`config.mk`:
```
export PLATFORM = sky130hd
export DESIGN_NAME = uart_reg_arb
export DESIGN_NICKNAME = d
export VERILOG_FILES = /design/src/rtl/uart_arb_pkg.sv /design/src/rtl/uart_rr_arb.sv /design/src/rtl/uart_reg_arb.sv
export SDC_FILE = /design/constraint.sdc
export NUM_CORES = 1
export LEC_CHECK = 0
export ABC_AREA = 1
export CAP_MARGIN = 30
export CORE_ASPECT_RATIO = 1.2
export CORE_MARGIN = 2
export CORE_UTILIZATION = 40
export DETAILED_ROUTE_END_ITERATION = 10
export PLACE_DENSITY = 0.8
export SYNTH_ARGS = -nofsm -noshare
export SYNTH_HDL_FRONTEND = slang
export SYNTH_SLANG_ARGS = --single-unit
```
`constraint.sdc`:
```
create_clock -name app_clk -period 2.03 [get_ports app_clk]
set_input_delay 0.3045 -clock app_clk [delete_from_list [all_inputs] [get_ports app_clk]]
set_output_delay 0.3045 -clock app_clk [all_outputs]
set_load 0.1 [all_outputs]
```
`src/rtl/uart_arb_pkg.sv`:
```
// Shared types and constants for the UART register-bus arbiter.
// Combinational definitions only, no latency.
// No flow control of its own.
package uart_arb_pkg;

   typedef enum logic [1:0] {
      ST_IDLE = 2'd0,
      ST_BUSY = 2'd1,
      ST_RESP = 2'd2,
      ST_GAP  = 2'd3
   } arb_state_e;

   localparam int          TIMEOUT_DEF = 32;
   localparam logic [31:0] ERR_DATA    = 32'hDEAD_BEEF;

   localparam int ADDR_W = 9;
   localparam int DATA_W = 32;
   localparam int BE_W   = 4;

endpackage

```
`src/rtl/uart_rr_arb.sv`:
```
// Two-way round-robin grant selection for the UART register arbiter.
// Purely combinational, zero latency.
// No backpressure; the caller decides when to consume the grant.
module uart_rr_arb (
   input  logic [1:0] req,
   input  logic       last_gnt,
   output logic       gnt_vld,
   output logic       gnt_idx
);

   // Under contention the requester not served last wins; a lone requester always wins.
   always_comb begin
      gnt_vld = |req;
      gnt_idx = 1'b0;
      if (req == 2'b11) begin
         gnt_idx = ~last_gnt;
      end else begin
         gnt_idx = req[1];
      end
   end

endmodule

```
`src/rtl/uart_reg_arb.sv`:
```
// Arbitrates two requesters onto one UART register bus with an ack timeout.
// reg_cs rises one cycle after req_cs; completion pulses one cycle after reg_ack/timeout.
// One transaction at a time; losers keep req_cs high until served.
module uart_reg_arb
   import uart_arb_pkg::*;
#(
   parameter int TIMEOUT = TIMEOUT_DEF  // legal range 2..255
) (
   input  logic                app_clk,
   input  logic                reset_ssn,
   input  logic [1:0]          req_cs,
   input  logic [1:0]          req_wr,
   input  logic [2*ADDR_W-1:0] req_addr,
   input  logic [2*DATA_W-1:0] req_wdata,
   input  logic [2*BE_W-1:0]   req_be,
   output logic [DATA_W-1:0]   req_rdata,
   output logic [1:0]          req_ack,
   output logic [1:0]          req_err,
   output logic                reg_cs,
   output logic                reg_wr,
   output logic [ADDR_W-1:0]   reg_addr,
   output logic [DATA_W-1:0]   reg_wdata,
   output logic [BE_W-1:0]     reg_be,
   input  logic [DATA_W-1:0]   reg_rdata,
   input  logic                reg_ack
);

   // Last BUSY cycle before the wait is abandoned.
   localparam logic [7:0] CNT_LAST = 8'(TIMEOUT - 1);

   arb_state_e          state_q;
   logic                last_gnt_q;
   logic [7:0]          cnt_q;
   logic [7:0]          cnt_d;
   logic                reg_cs_q;
   logic                reg_wr_q;
   logic [ADDR_W-1:0]   reg_addr_q;
   logic [DATA_W-1:0]   reg_wdata_q;
   logic [BE_W-1:0]     reg_be_q;
   logic [DATA_W-1:0]   req_rdata_q;
   logic [1:0]          req_ack_q;
   logic [1:0]          req_err_q;

   logic                arb_vld;
   logic                arb_idx;
   logic                win_wr;
   logic [ADDR_W-1:0]   win_addr;
   logic [DATA_W-1:0]   win_wdata;
   logic [BE_W-1:0]     win_be;
   logic [1:0]          gnt_onehot;

   uart_rr_arb u_rr_arb (
      .req      (req_cs),
      .last_gnt (last_gnt_q),
      .gnt_vld  (arb_vld),
      .gnt_idx  (arb_idx)
   );

   // Select the winning requester's fields and derive helper values for the FSM.
   always_comb begin
      win_wr     = arb_idx ? req_wr[1]                  : req_wr[0];
      win_addr   = arb_idx ? req_addr[2*ADDR_W-1:ADDR_W] : req_addr[ADDR_W-1:0];
      win_wdata  = arb_idx ? req_wdata[2*DATA_W-1:DATA_W] : req_wdata[DATA_W-1:0];
      win_be     = arb_idx ? req_be[2*BE_W-1:BE_W]      : req_be[BE_W-1:0];
      cnt_d      = cnt_q + 8'd1;
      // last_gnt_q doubles as the index of the requester currently being served
      gnt_onehot = {last_gnt_q, ~last_gnt_q};
   end

   // Transaction FSM; every output is a register updated here.
   always_ff @(posedge app_clk or negedge reset_ssn) begin
      if (!reset_ssn) begin
         state_q     <= ST_IDLE;
         last_gnt_q  <= 1'b1;
         cnt_q       <= '0;
         reg_cs_q    <= 1'b0;
         reg_wr_q    <= 1'b0;
         reg_addr_q  <= '0;
         reg_wdata_q <= '0;
         reg_be_q    <= '0;
         req_rdata_q <= '0;
         req_ack_q   <= '0;
         req_err_q   <= '0;
      end else begin
         // completion pulses are single-cycle by default
         req_ack_q <= '0;
         req_err_q <= '0;
         case (state_q)
            ST_IDLE: begin
               if (arb_vld) begin
                  last_gnt_q  <= arb_idx;
                  cnt_q       <= '0;
                  reg_cs_q    <= 1'b1;
                  reg_wr_q    <= win_wr;
                  reg_addr_q  <= win_addr;
                  reg_wdata_q <= win_wdata;
                  reg_be_q    <= win_be;
                  state_q     <= ST_BUSY;
               end
            end
            ST_BUSY: begin
               // an ack arriving on the final timeout cycle still counts as success
               if (reg_ack) begin
                  req_rdata_q <= reg_rdata;
                  req_ack_q   <= gnt_onehot;
                  reg_cs_q    <= 1'b0;
                  state_q     <= ST_RESP;
               end else if (cnt_q == CNT_LAST) begin
                  req_rdata_q <= ERR_DATA;
                  req_err_q   <= gnt_onehot;
                  reg_cs_q    <= 1'b0;
                  state_q     <= ST_RESP;
               end else begin
                  cnt_q <= cnt_d;
               end
            end
            ST_RESP: begin
               state_q <= ST_GAP;
            end
            ST_GAP: begin
               // gives the served requester time to drop req_cs before re-arbitrating
               state_q <= ST_IDLE;
            end
            default: begin
               state_q <= ST_IDLE;
            end
         endcase
      end
   end

   assign reg_cs    = reg_cs_q;
   assign reg_wr    = reg_wr_q;
   assign reg_addr  = reg_addr_q;
   assign reg_wdata = reg_wdata_q;
   assign reg_be    = reg_be_q;
   assign req_rdata = req_rdata_q;
   assign req_ack   = req_ack_q;
   assign req_err   = req_err_q;

endmodule

```
Word-level counts from Yosys, hierarchy flattened --
Cells that the tools add are included. W data, S select, Z words.
Storage, ports and cells: logic and storage cells 55, register bits after elaboration 94, output and inout port bits 83, input bits 129
Cells by class: eq/ne operators 9, reductions and logical operators 9, $add $sub $neg 1, bitwise gates (word level) 1, multiplexer cells 24
Operators with widths (number):
- $mux W32 | 3
- $mux W8 | 3
- $mux W2 | 8
- $pmux W8 S2 | 1
- $mux W9 | 1
- $add A8 B1 Y8 const B | 1
- $eq A8 B5 Y1 const B | 1
- $pmux W2 S4 | 1
- $eq A2 B2 Y1 const B | 3
- $ne A2 B2 Y1 const B | 3
- $reduce_and A2 Y1 | 3
- $mux W1 | 5
- $mux W4 | 1
- $reduce_and A4 Y1 | 1
- $reduce_bool A2 Y1 | 2
- $ne A3 B3 Y1 const B | 1
- $reduce_and A3 Y1 | 1
- $eq A2 B1 Y1 const B | 1
- $logic_not A2 Y1 | 1
- $pmux W1 S2 | 1
- $reduce_or A2 Y1 | 1
- $not A1 Y1 | 1

Longest topological paths before layout --
Gate-level depths: netlist of the first run.
depth in word-level cells 4, depth in mapped cells 9, depth with buffers taken out 8

Hierarchy --
A second synthesis of the first run with hierarchy kept.
Unflattened totals: cells, all modules 500, area, all modules 4340.4 µm²
By module, submodules not included:
- uart_reg_arb | cells each 497, area each 4325.4 µm², sequential area each 2353.5 µm², times used 1
- uart_rr_arb | cells each 3, area each 15.0 µm², sequential area each 0.0 µm², times used 1

Least setup slack after synthesis of the first run --
Ideal clock, no wire load.
path kind register to register, from register state_q[1], to register cnt_q[5], arrival time 1.363 ns, required time 1.912 ns, period minus slack after synthesis 1.481 ns, cell stages (with the launch flop) 10, setup time 0.118 ns, path slack 0.549 ns, cells stage by stage dfrtp_1 inv_1 ha_1 buf_4 inv_2 o21ai_2 nand3_4 buf_6 nand2_2 o21ai_2
On the way: cells in the longest elaborated chain, start to end 3, elaborated cells between the ends (all ways) 8
RTL lines:
- start: declaration | line uart_reg_arb.sv:31 | arb_state_e state_q;
- start signal: assignment | line uart_reg_arb.sv:73 | state_q <= ST_IDLE;
- start signal: assignment | line uart_reg_arb.sv:98 | state_q <= ST_BUSY;
- start signal: assignment | line uart_reg_arb.sv:107 | state_q <= ST_RESP;
- $eq A2 B1 Y1 / $logic_not A2 Y1 (equally long branches) | line uart_reg_arb.sv:88 | case (state_q)
- $ne A2 B2 Y1 (no line) / $reduce_bool A2 Y1 (equally long branches)
- $reduce_and A4 Y1 (no line)
- end signal: assignment | line uart_reg_arb.sv:114 | cnt_q <= cnt_d;
- end: declaration | line uart_reg_arb.sv:33 | logic [7:0] cnt_q;
Parallel ways exist; a longest one is shown, timed or not. A chain may end at the register's enable or synchronous reset.

Worst setup path after layout of the first run --
from register state_q[0], to register reg_wdata_q[9] (netlist: reg_wdata[9])
On the way: cells in the longest elaborated chain, start to end 2
RTL lines:
- $logic_not A2 Y1 | line uart_reg_arb.sv:88
- $reduce_and A2 Y1 (no line)
- end signal: assignment | line uart_reg_arb.sv:96 | reg_wdata_q <= win_wdata;
- end: declaration | line uart_reg_arb.sv:38 | logic [DATA_W-1:0] reg_wdata_q;
No other way between the ends.

==> results of run 1 <==
==> state kept, by name (all words and copies together), names as in the netlist <==
name        flops
cnt_q           8
last_gnt_q      1
reg_addr        9
reg_be          4
reg_cs          1
reg_wdata      32
reg_wr          1
req_ack         2
req_err         2
req_rdata      32
state_q         2
==> final timing paths <==
check	end	slack (ns)
max in group asynchronous	req_rdata[28]	0.99
setup / recovery	reg_wdata[9]	0.33
hold reg to reg	req_rdata[17]	0.48
setup reg to reg	reg_wdata[9]	0.33
min in group app_clk	req_rdata[17]	0.48
hold / removal	req_rdata[29]	0.47
==> layout make-up <==
class / count / share of cell area, %
sequential: 94 / 35.92
timing repair buffer: 223 / 30.82
multi-input combinational: 364 / 25.22
clock buffer: 12 / 3.762
tap: 126 / 2.406
clock inverter: 4 / 1.069
inverter: 14 / 0.8020
==> through the flow <==
stage / utilization (%) / setup slack [ns] / cell area, sq um / hold slack, ns
final: 64.81 / 0.3294 / 6553 / 0.4699
after global routing: 64.81 / 0.2189 / 6553 / 0.5047
after CTS: 64.81 / 0.3416 / 6553 / 0.4729
after detailed placement: 61.58 / 0.1106 / 6226 / 0.2875
after global placement: 61.58 / 0.2100 / 6226 / 0.2838
after floorplan: - / 0.5491 / 4194 / 0.008909
==> cell usage in the layout (no fill, tap or decap), types with 3 or more instances in the layout <==
master	instances
nand2_2	5
nand2_1	93
inv_2	3
o21ai_0	52
nand3_1	16
inv_1	11
nor2_1	130
buf_4	93
clkbuf_16	9
o21ai_1	47
clkdlybuf4s50_1	127
ha_1	4
o21ai_2	8
dfrtp_1	93
==> per-layer routing <==
| metal | track usage [%] | up-vias | wire length [um] |
|---|---|---|---|
| met3 | 6.164 | 15 | 875 |
| met2 | 37.10 | 167 | 6241 |
| met5 | 0 | - | 0 |
| li1 | - | 2016 | - |
| met1 | 23.10 | 1953 | 4417 |
| met4 | 7.963 | 0 | 225 |
==> logic make-up after synthesis <==
kind of cell | Yosys count
flip-flops | 94
AO/OA/AOI/OAI | 110
adder cells (fa/ha/maj) | 4
buffers and inverters | 40
AND/OR/NAND/NOR | 250
==> critical path, stage by stage, from the launching register on <==
cell	delay, ns
dfrtp_1	0.40
inv_1	0.09
ha_1	0.30
o21ai_4	0.13
inv_2	0.19
buf_12	0.21
o21ai_0	0.11
o21ai_0	0.18
==> repair_timing <==
| item | CTS | global route |
|---|---|---|
| setup buffers | 0 | 0 |
| hold buffers | 1 | 0 |
| endpoints found under the setup margin | 0 | 0 |
| endpoints found under the hold margin | 31 | 0 |
==> metrics.yaml, run 1 <==
finish:
  fillers: 851
  fin_cells: 837
  synthToLayoutAreaGrowth_pct: 56.23
  drive_gt1_share_pct: 18.42
  multi_input_area_sq_um: 1653
  diodes: 0
  final_nets: 839
  seq_area_sq_um: 2354
logic_synthesis:
  synth_edf_count: 0
  syn_area_sq_um: 4194
  synth_compound_area_share_pct: 13.93
  synth_common_cells: "nor2_1 (130), dfrtp_1 (93), nand2_1 (93)"
  syn_nets: 631
  synth_top_family_by_area: "simple AND/OR/NAND/NOR gates"
  synth-xor-area-share_pct: 0
  seq_area_frac_synth_pct: 56.12
  yosysMostFrequentCell: "nor2_1"
  synth_seq_cells: 94
  synth_top_cell_area_share_pct: 55.49
  async_flop_share_pct: 100.0
  syn_inst: 498
  syn_avg_cell_area_sq_um: 8.422
  yosys_warnings: 0
  synth-simple-area-share_pct: 24.11
  synth_cell_types: 22
  synth_top_cell_by_area: "dfrtp_1"
  synth_area_leaders: "dfrtp_1 (55%), nor2_1 (12%), nand2_1 (8.3%), o21ai_0 (6.2%), o21ai_1 (5.6%)"
  synth_fa_ha_area_share_pct: 1.193
  synthMuxAreaShare_pct: 0
  ys.flop_type: "dfrtp_1"
critical_path:
  critPathArrivalTime_ns: 1.95
  startpoint_type: "flip-flop"
  path_max_fanout: 35
  timing.rr.start: "state_q[0]"
  r2r_cells: 7
  critPathLaunch: "state_q[0]"
  crit_required_ns: 2.28
  crit_type: "flip-flop to flip-flop"
  crit_path_end_kind: "flip-flop"
floorplanning:
  die_y_um: 116.2
  core_sq_um: 10110
  die_w_um: 97.48
  initial_core_util_pct: 41.49
  num_rows: 40
  num_io_pins: 212
  design.die.area_sq_um: 11320
drt:
  drcViolationCount: 0
  drt-total-wl_um: 11760
  ant_nets: 0
  vias: 4151
  avgViaCountPerCell: 4.959
  drt_iter0_markers: 176
  routedWlPerCell_um: 14.05
  dr.pass1.iters: 4
global_route:
  antenna_found_initial: 0
  grt_usage_pct: 20.56
  grt_pass1_wl_um: 18720
  grt_max_degree: 48
  grt_pass1_vias: 4092
  overflow: 0
timing:
  min_period_over_period_pct: 83.78
  final-max-slew-violation-count: 0
  finalCriticalPeriod_ns: 1.701
  hold_viol_final: 0
  tightest_slew_ns: 0.6693
  setup_violations: 0
  max_slew_margin_pct: 55.32
  fmax_mhz: 588.0
  rsz0062_at_grt: "false"
  tns_ns: 0
  fin_skew_ns: 0.006939
worst_hold_path:
  hp-class: "input port to async pin"
cts:
  clockRootBuffer: "clkbuf_16"
  numCtsBuffers: 9
  cts_tree: "yes"
  cts_sinks: 94
  htree_levels: 3
  clk_latency_ns: 0.33
  cts_resized: 0
  path_clk_slew_ns: 0.06
  max-clock-path-buffers: 2
place:
  numPortBuffers: 211
  finalWeightedCongestion: 0.8469
  dp.final_hpwl_um: 8865
  dp_cells: 820
run:
  max-cap-violations: 0
status:
  outcome: "finished clean"
Power of run 1 is not shown: default switching activity piles up to over one toggle a cycle in this logic, so the estimate is an artifact.
==> run 2, diff against run 1 <==
- CORE_UTILIZATION: 40 -> 36
- PLACE_DENSITY: 0.8 -> 0.76
- clock period: 2.03 -> 1.4 ns (I/O delays scaled with it)
==> run 2 against run 1 <==
  * The flow now finishes with violations (setup timing)
  * Sequential cell count stayed put
  * Critical path depth stayed put
  * Die area is 11% higher
  * Utilization is 6.3 points higher
  * Non-clock buffer count is 22 higher
  * Clock skew is 0.0019 ns higher
  * Wire length is 19% higher
  * Sequential share of layout area is 7.0 points lower
  * Register-to-register slack worse by 0.38 ns
  * Count of clock-buffer cells in the layout is 1 lower
  * First-iteration DRC count is 26% lower
  * Cell area is 24% higher
  * Critical path type unchanged
==> metrics.yaml, run 2 (synthesized netlist as in run 1, its figures left out) <==
timing:
  finalCriticalPeriod_ns: 1.454
  tightest_slew_ns: 0.4842
  setup_violations: 16
  final-max-slew-violation-count: 0
  max_slew_margin_pct: 67.62
  hold_viol_final: 0
  rsz0062_at_grt: "true"
  min_period_over_period_pct: 103.9
  fin_skew_ns: 0.008825
  fmax_mhz: 687.7
  setup_ws_ns: -0.05405
cts:
  max-clock-path-buffers: 2
  path_clk_slew_ns: 0.06
  cts_tree: "yes"
  cts_sinks: 94
  htree_levels: 3
  numCtsBuffers: 9
  clk_latency_ns: 0.34
  clockRootBuffer: "clkbuf_16"
place:
  dp.final_hpwl_um: 9782
  dp_cells: 864
  numPortBuffers: 211
  post_dp_cell_area_sq_um: 7481
  post-place-ws_ns: -0.2090
  finalWeightedCongestion: 0.8261
global_route:
  grt_usage_pct: 21.90
  grt_max_degree: 48
  grt_pass1_wl_um: 21250
  antenna_found_initial: 0
  grt_pass1_vias: 4521
  overflow: 0
worst_hold_path:
  hp-class: "input port to async pin"
critical_path:
  crit_type: "flip-flop to flip-flop"
  worstReg2RegEnd: "cnt_q[7]"
  critPathLaunch: "cnt_q[1]"
  r2r_cells: 7
  critPathArrivalTime_ns: 1.72
  startpoint_type: "flip-flop"
  r2r_slack_ns: -0.05
  timing.rr.start: "cnt_q[1]"
  crit_required_ns: 1.66
  crit_path_end_kind: "flip-flop"
  path_max_fanout: 8
floorplanning:
  num_rows: 43
  die_y_um: 122.2
  num_io_pins: 212
  core_sq_um: 11460
  design.die.area_sq_um: 12530
  die_w_um: 102.5
  initial_core_util_pct: 36.60
drt:
  routedWlPerCell_um: 15.64
  ant_nets: 0
  drt_iter0_markers: 131
  dr.pass1.iters: 4
  drt-total-wl_um: 13970
  vias: 4353
  drcViolationCount: 0
  avgViaCountPerCell: 4.875
finish:
  fillers: 823
  fin_cells: 893
  synthToLayoutAreaGrowth_pct: 94.33
  final_common_cell: "clkdlybuf4s50_1"
  diodes: 0
  mostFrequentLayoutCells: "clkdlybuf4s50_1 (127), nor2_1 (115), o21ai_1 (93), dfrtp_1 (93), buf_12 (91)"
  final_nets: 864
  final_util_pct: 71.12
  fin_area_sq_um: 8150
  drive_gt1_share_pct: 25.54
status:
  violations: "setup timing"
  outcome: "complete, but fails checks"
run:
  max-cap-violations: 0
[run 2: cell count changes in the layout (fill, tap and decap cells not counted), sizes merged]
cell,delta
nand2,+2
clkbuf,+2
bufinv,-1
clkinv,+2
nand3,+1
buf,+19
[run 2: worst max path at each step]
| stage | end | slack [ns] | cells after the start |
|---|---|---|---|
| finish | cnt_q[7] | -0.05 | 7 |
| global placement | reg_wdata[11] | -0.15 | 7 |
| floorplan | cnt_q[5] | -0.02 | 9 |
| global route | cnt_q[1] | -0.12 | 7 |
| detailed placement | reg_wdata[17] | -0.21 | 7 |
| CTS | reg_wdata[25] | -0.03 | 7 |
[run 2: worst max-delay path, stage by stage (launching register included)]
cell and delay [ns]:
dfrtp_1 0.37, ha_2 0.20, nand2_2 0.07, nor2_4 0.13
nand3_4 0.22, nand3_4 0.24, nand2_1 0.09, o21ai_2 0.06
[run 2: layout make-up]
class | count | area [sq um] | area share (%)
clock buffer | 11 | 232.7 | 2.855
clock inverter | 5 | 50.05 | 0.6141
inverter | 14 | 60.06 | 0.7369
multi-input combinational | 367 | 1876 | 23.01
sequential | 94 | 2354 | 28.88
tap | 157 | 196.4 | 2.410
timing repair buffer | 245 | 3382 | 41.50
[run 2: repair_timing]
action | 4_1_cts | 5_1_grt
buffers inserted | 1 | 3
gates cloned | 3 | 5
hold endpoints to repair | 14 | 0
pin swaps | 5 | 15
endpoints found under the setup margin | 88 | 91
hold buffers | 1 | 0
gates resized for setup | 28 | 68
[run 2: stage by stage]
step | TNS (ns) | hold slack, ns
after CTS | -0.2451 | 0.2940
after detailed placement | -12.23 | 0.1029
after floorplan | -0.04959 | -0.08559
final | -0.3399 | 0.2975
after global placement | -9.589 | 0.1017
after global routing | -4.458 | 0.3251
[run 2: metal layers]
layer,wire (um),GRT usage [%],vias up
met2,7694,39.09,187
li1,-,-,2081
met4,430,10.42,0
met1,4900,24.26,2053
met5,0,0,-
met3,939,5.068,32
Power of run 2 is left out for the same reason.
==> run 3, diff against run 2 <==
- CORE_UTILIZATION: 36 -> 37
- PLACE_DENSITY: 0.76 -> 0.77
- SYNTH_HIERARCHICAL: not set -> 1
==> run 3 against run 2 <==
  * The flow still finishes with violations (setup timing)
  * Die area increased by 0.67%
  * Wire length shrank 0.37%
  * Utilization up 0.16 points
  * Synthesized area grew 3.5%
  * Cell count rose by 0.11%
  * Critical path depth is the same
  * First-iteration DRC count increased by 20%
  * Fmax increased by 0.91%
  * Register-to-register slack about the same
  * Global-route usage grew 0.53 points
  * Cell area up 0.69%
  * Synthesized cell count rose by 0.40%
==> metrics.yaml, run 3 <==
finish:
  mostFrequentLayoutCells: "clkdlybuf4s50_1 (127), dfrtp_1 (92), buf_12 (90), nor2_1 (87), nand2_1 (83)"
  final_common_cell: "clkdlybuf4s50_1"
  diodes: 0
  drive_gt1_share_pct: 31.07
  synthToLayoutAreaGrowth_pct: 89.07
  final_nets: 866
  final_util_pct: 71.28
critical_path:
  crit_family: "flip-flops"
  worstReg2RegEnd: "cnt_q[5]"
  path_cells: "inv_2, ha_4, nand2_8, o21ai_4, nand3_4, nand2_2, o21ai_2"
  crit_type: "flip-flop to flip-flop"
  startpoint_type: "flip-flop"
  slowest_stage: "dfrtp_2"
  r2r_cells: 7
  critPathArrivalTime_ns: 1.66
  r2r_slack_ns: -0.04
  crit_buf_inv: 1
  crit_required_ns: 1.62
  path_max_fanout: 8
  path_depth: 7
  timing.rr.start: "state_q[0]"
  crit_path_max_incr_delay_ns: 0.44
  crit_path_end_kind: "flip-flop"
timing:
  fmax_mhz: 694.0
  min_period_over_period_pct: 102.9
  max_slew_margin_pct: 65.53
  fin_skew_ns: 0.009946
  final-max-slew-violation-count: 0
  hold_viol_final: 0
  finalCriticalPeriod_ns: 1.441
  setup_violations: 16
  rsz0062_at_grt: "true"
  tightest_slew_ns: 0.5170
  tns_ns: -0.2391
  setup_ws_ns: -0.04089
logic_synthesis:
  ys.flop_type: "dfrtp_1"
  synth_top_cell_by_area: "dfrtp_1"
  synth_edf_count: 0
  yosysMostFrequentCell: "a21oi_1"
  synth_seq_cells: 94
  async_flop_share_pct: 100.0
  synth_area_leaders: "dfrtp_1 (54%), a21oi_1 (11%), nand2_1 (7.9%), nor2_1 (7.6%), nor2_2 (5.8%)"
  seq_area_frac_synth_pct: 54.22
  synth_top_cell_area_share_pct: 53.62
  yosys_warnings: 6
  syn_inst: 500
  syn_area_sq_um: 4340
  syn_avg_cell_area_sq_um: 8.681
  synth_cell_types: 25
  syn_nets: 633
  synth_common_cells: "a21oi_1 (95), dfrtp_1 (93), nand2_1 (91)"
place:
  dp.final_hpwl_um: 10140
  finalWeightedCongestion: 0.8496
  post-place-ws_ns: -0.2423
  numPortBuffers: 211
run:
  max-cap-violations: 0
floorplanning:
  design.die.area_sq_um: 12620
  core_sq_um: 11510
  initial_core_util_pct: 37.70
  num_rows: 43
  die_y_um: 122.6
  die_w_um: 102.9
  num_io_pins: 212
drt:
  drcViolationCount: 0
  drt-total-wl_um: 13910
  avgViaCountPerCell: 4.890
  drt_iter0_markers: 157
  ant_nets: 0
  dr.pass1.iters: 6
  vias: 4372
  routedWlPerCell_um: 15.56
cts:
  numCtsBuffers: 9
  htree_levels: 3
  cts_tree: "yes"
  clockRootBuffer: "clkbuf_16"
  clk_latency_ns: 0.34
  max-clock-path-buffers: 2
  path_clk_slew_ns: 0.06
  cts_sinks: 94
global_route:
  grt_max_degree: 95
  grt_pass1_vias: 4617
  antenna_found_initial: 0
  overflow: 0
  grt_usage_pct: 22.43
  grt_pass1_wl_um: 21980
worst_hold_path:
  hold_path_depth: 3
  hold_end: "reg_be[2]"
  hold_start: "req_be[6]"
  hp-class: "input port to flip-flop"
status:
  outcome: "complete, but fails checks"
  violations: "setup timing"
-- run 3: logic make-up (layout without fill, tap and decap cells) --
| kind of cell | after synthesis | in the layout | synth area share (%) |
|---|---|---|---|
| simple gates | 249 | 250 | 25.97 |
| compound gates | 110 | 110 | 13.38 |
| flops | 94 | 94 | 54.22 |
| buf+inv | 43 | 279 | 5.275 |
| fa+ha+maj | 4 | 4 | 1.153 |
-- run 3: per-layer routing --
metal | GRT usage [%] | routed length [um] | vias up
met5 | 0 | 0 | -
met4 | 8.635 | 397 | 0
met3 | 7.859 | 1055 | 27
met2 | 39.13 | 7473 | 191
met1 | 24.89 | 4986 | 2072
li1 | - | - | 2082
-- run 3: worst max path at each step --
stage / startpoint / endpoint / slack (ns)
2_1_floorplan: state_q[1] / cnt_q[5] / -0.03
3_3_place_gp: req_cs[0] / reg_wdata[1] / -0.20
3_5_place_dp: req_cs[0] / reg_addr[5] / -0.24
4_1_cts: state_q[1] / cnt_q[5] / -0.04
5_1_grt: state_q[0] / cnt_q[4] / -0.11
6_report: state_q[0] / cnt_q[5] / -0.04
-- run 3: cell type report --
type                       count  area (sq um)
inverter                      16         67.56
multi-input combinational    364          1924
timing repair buffer         248          3373
clock buffer                  11         242.7
sequential                    94          2355
tap                          157         196.4
fill                         853          3307
clock inverter                 4         47.55
-- run 3: worst register-to-register path, delay by kind of cell, from the launching register on --
family / cells / cell delay, ns
buffers and inverters: 1 / 0.09
adders and majority gates: 1 / 0.21
AOI/OAI and AO/OA: 2 / 0.18
DFF: 1 / 0.44
and+or+nand+nor: 3 / 0.40
-- run 3: what timing repair did --
action                                  in CTS  in global routing
buffers inserted                             3                  0
endpoints found under the hold margin       93                  0
hold buffers                                 1                  0
cloned                                       1                  2
pin swaps                                    2                  2
resized for setup                           17                 29
endpoints found under the setup margin      91                 91
-- run 3: stage by stage --
step	cell area [sq um]	instances	hold slack, ns
after global routing	8207	894	0.4149
after detailed placement	7640	872	0.3110
final	8207	894	0.4195
after floorplan	4350	500	-0.08559
after CTS	8053	892	0.4103
after global placement	7640	872	0.3036
Power of run 3 is left out for the same reason.
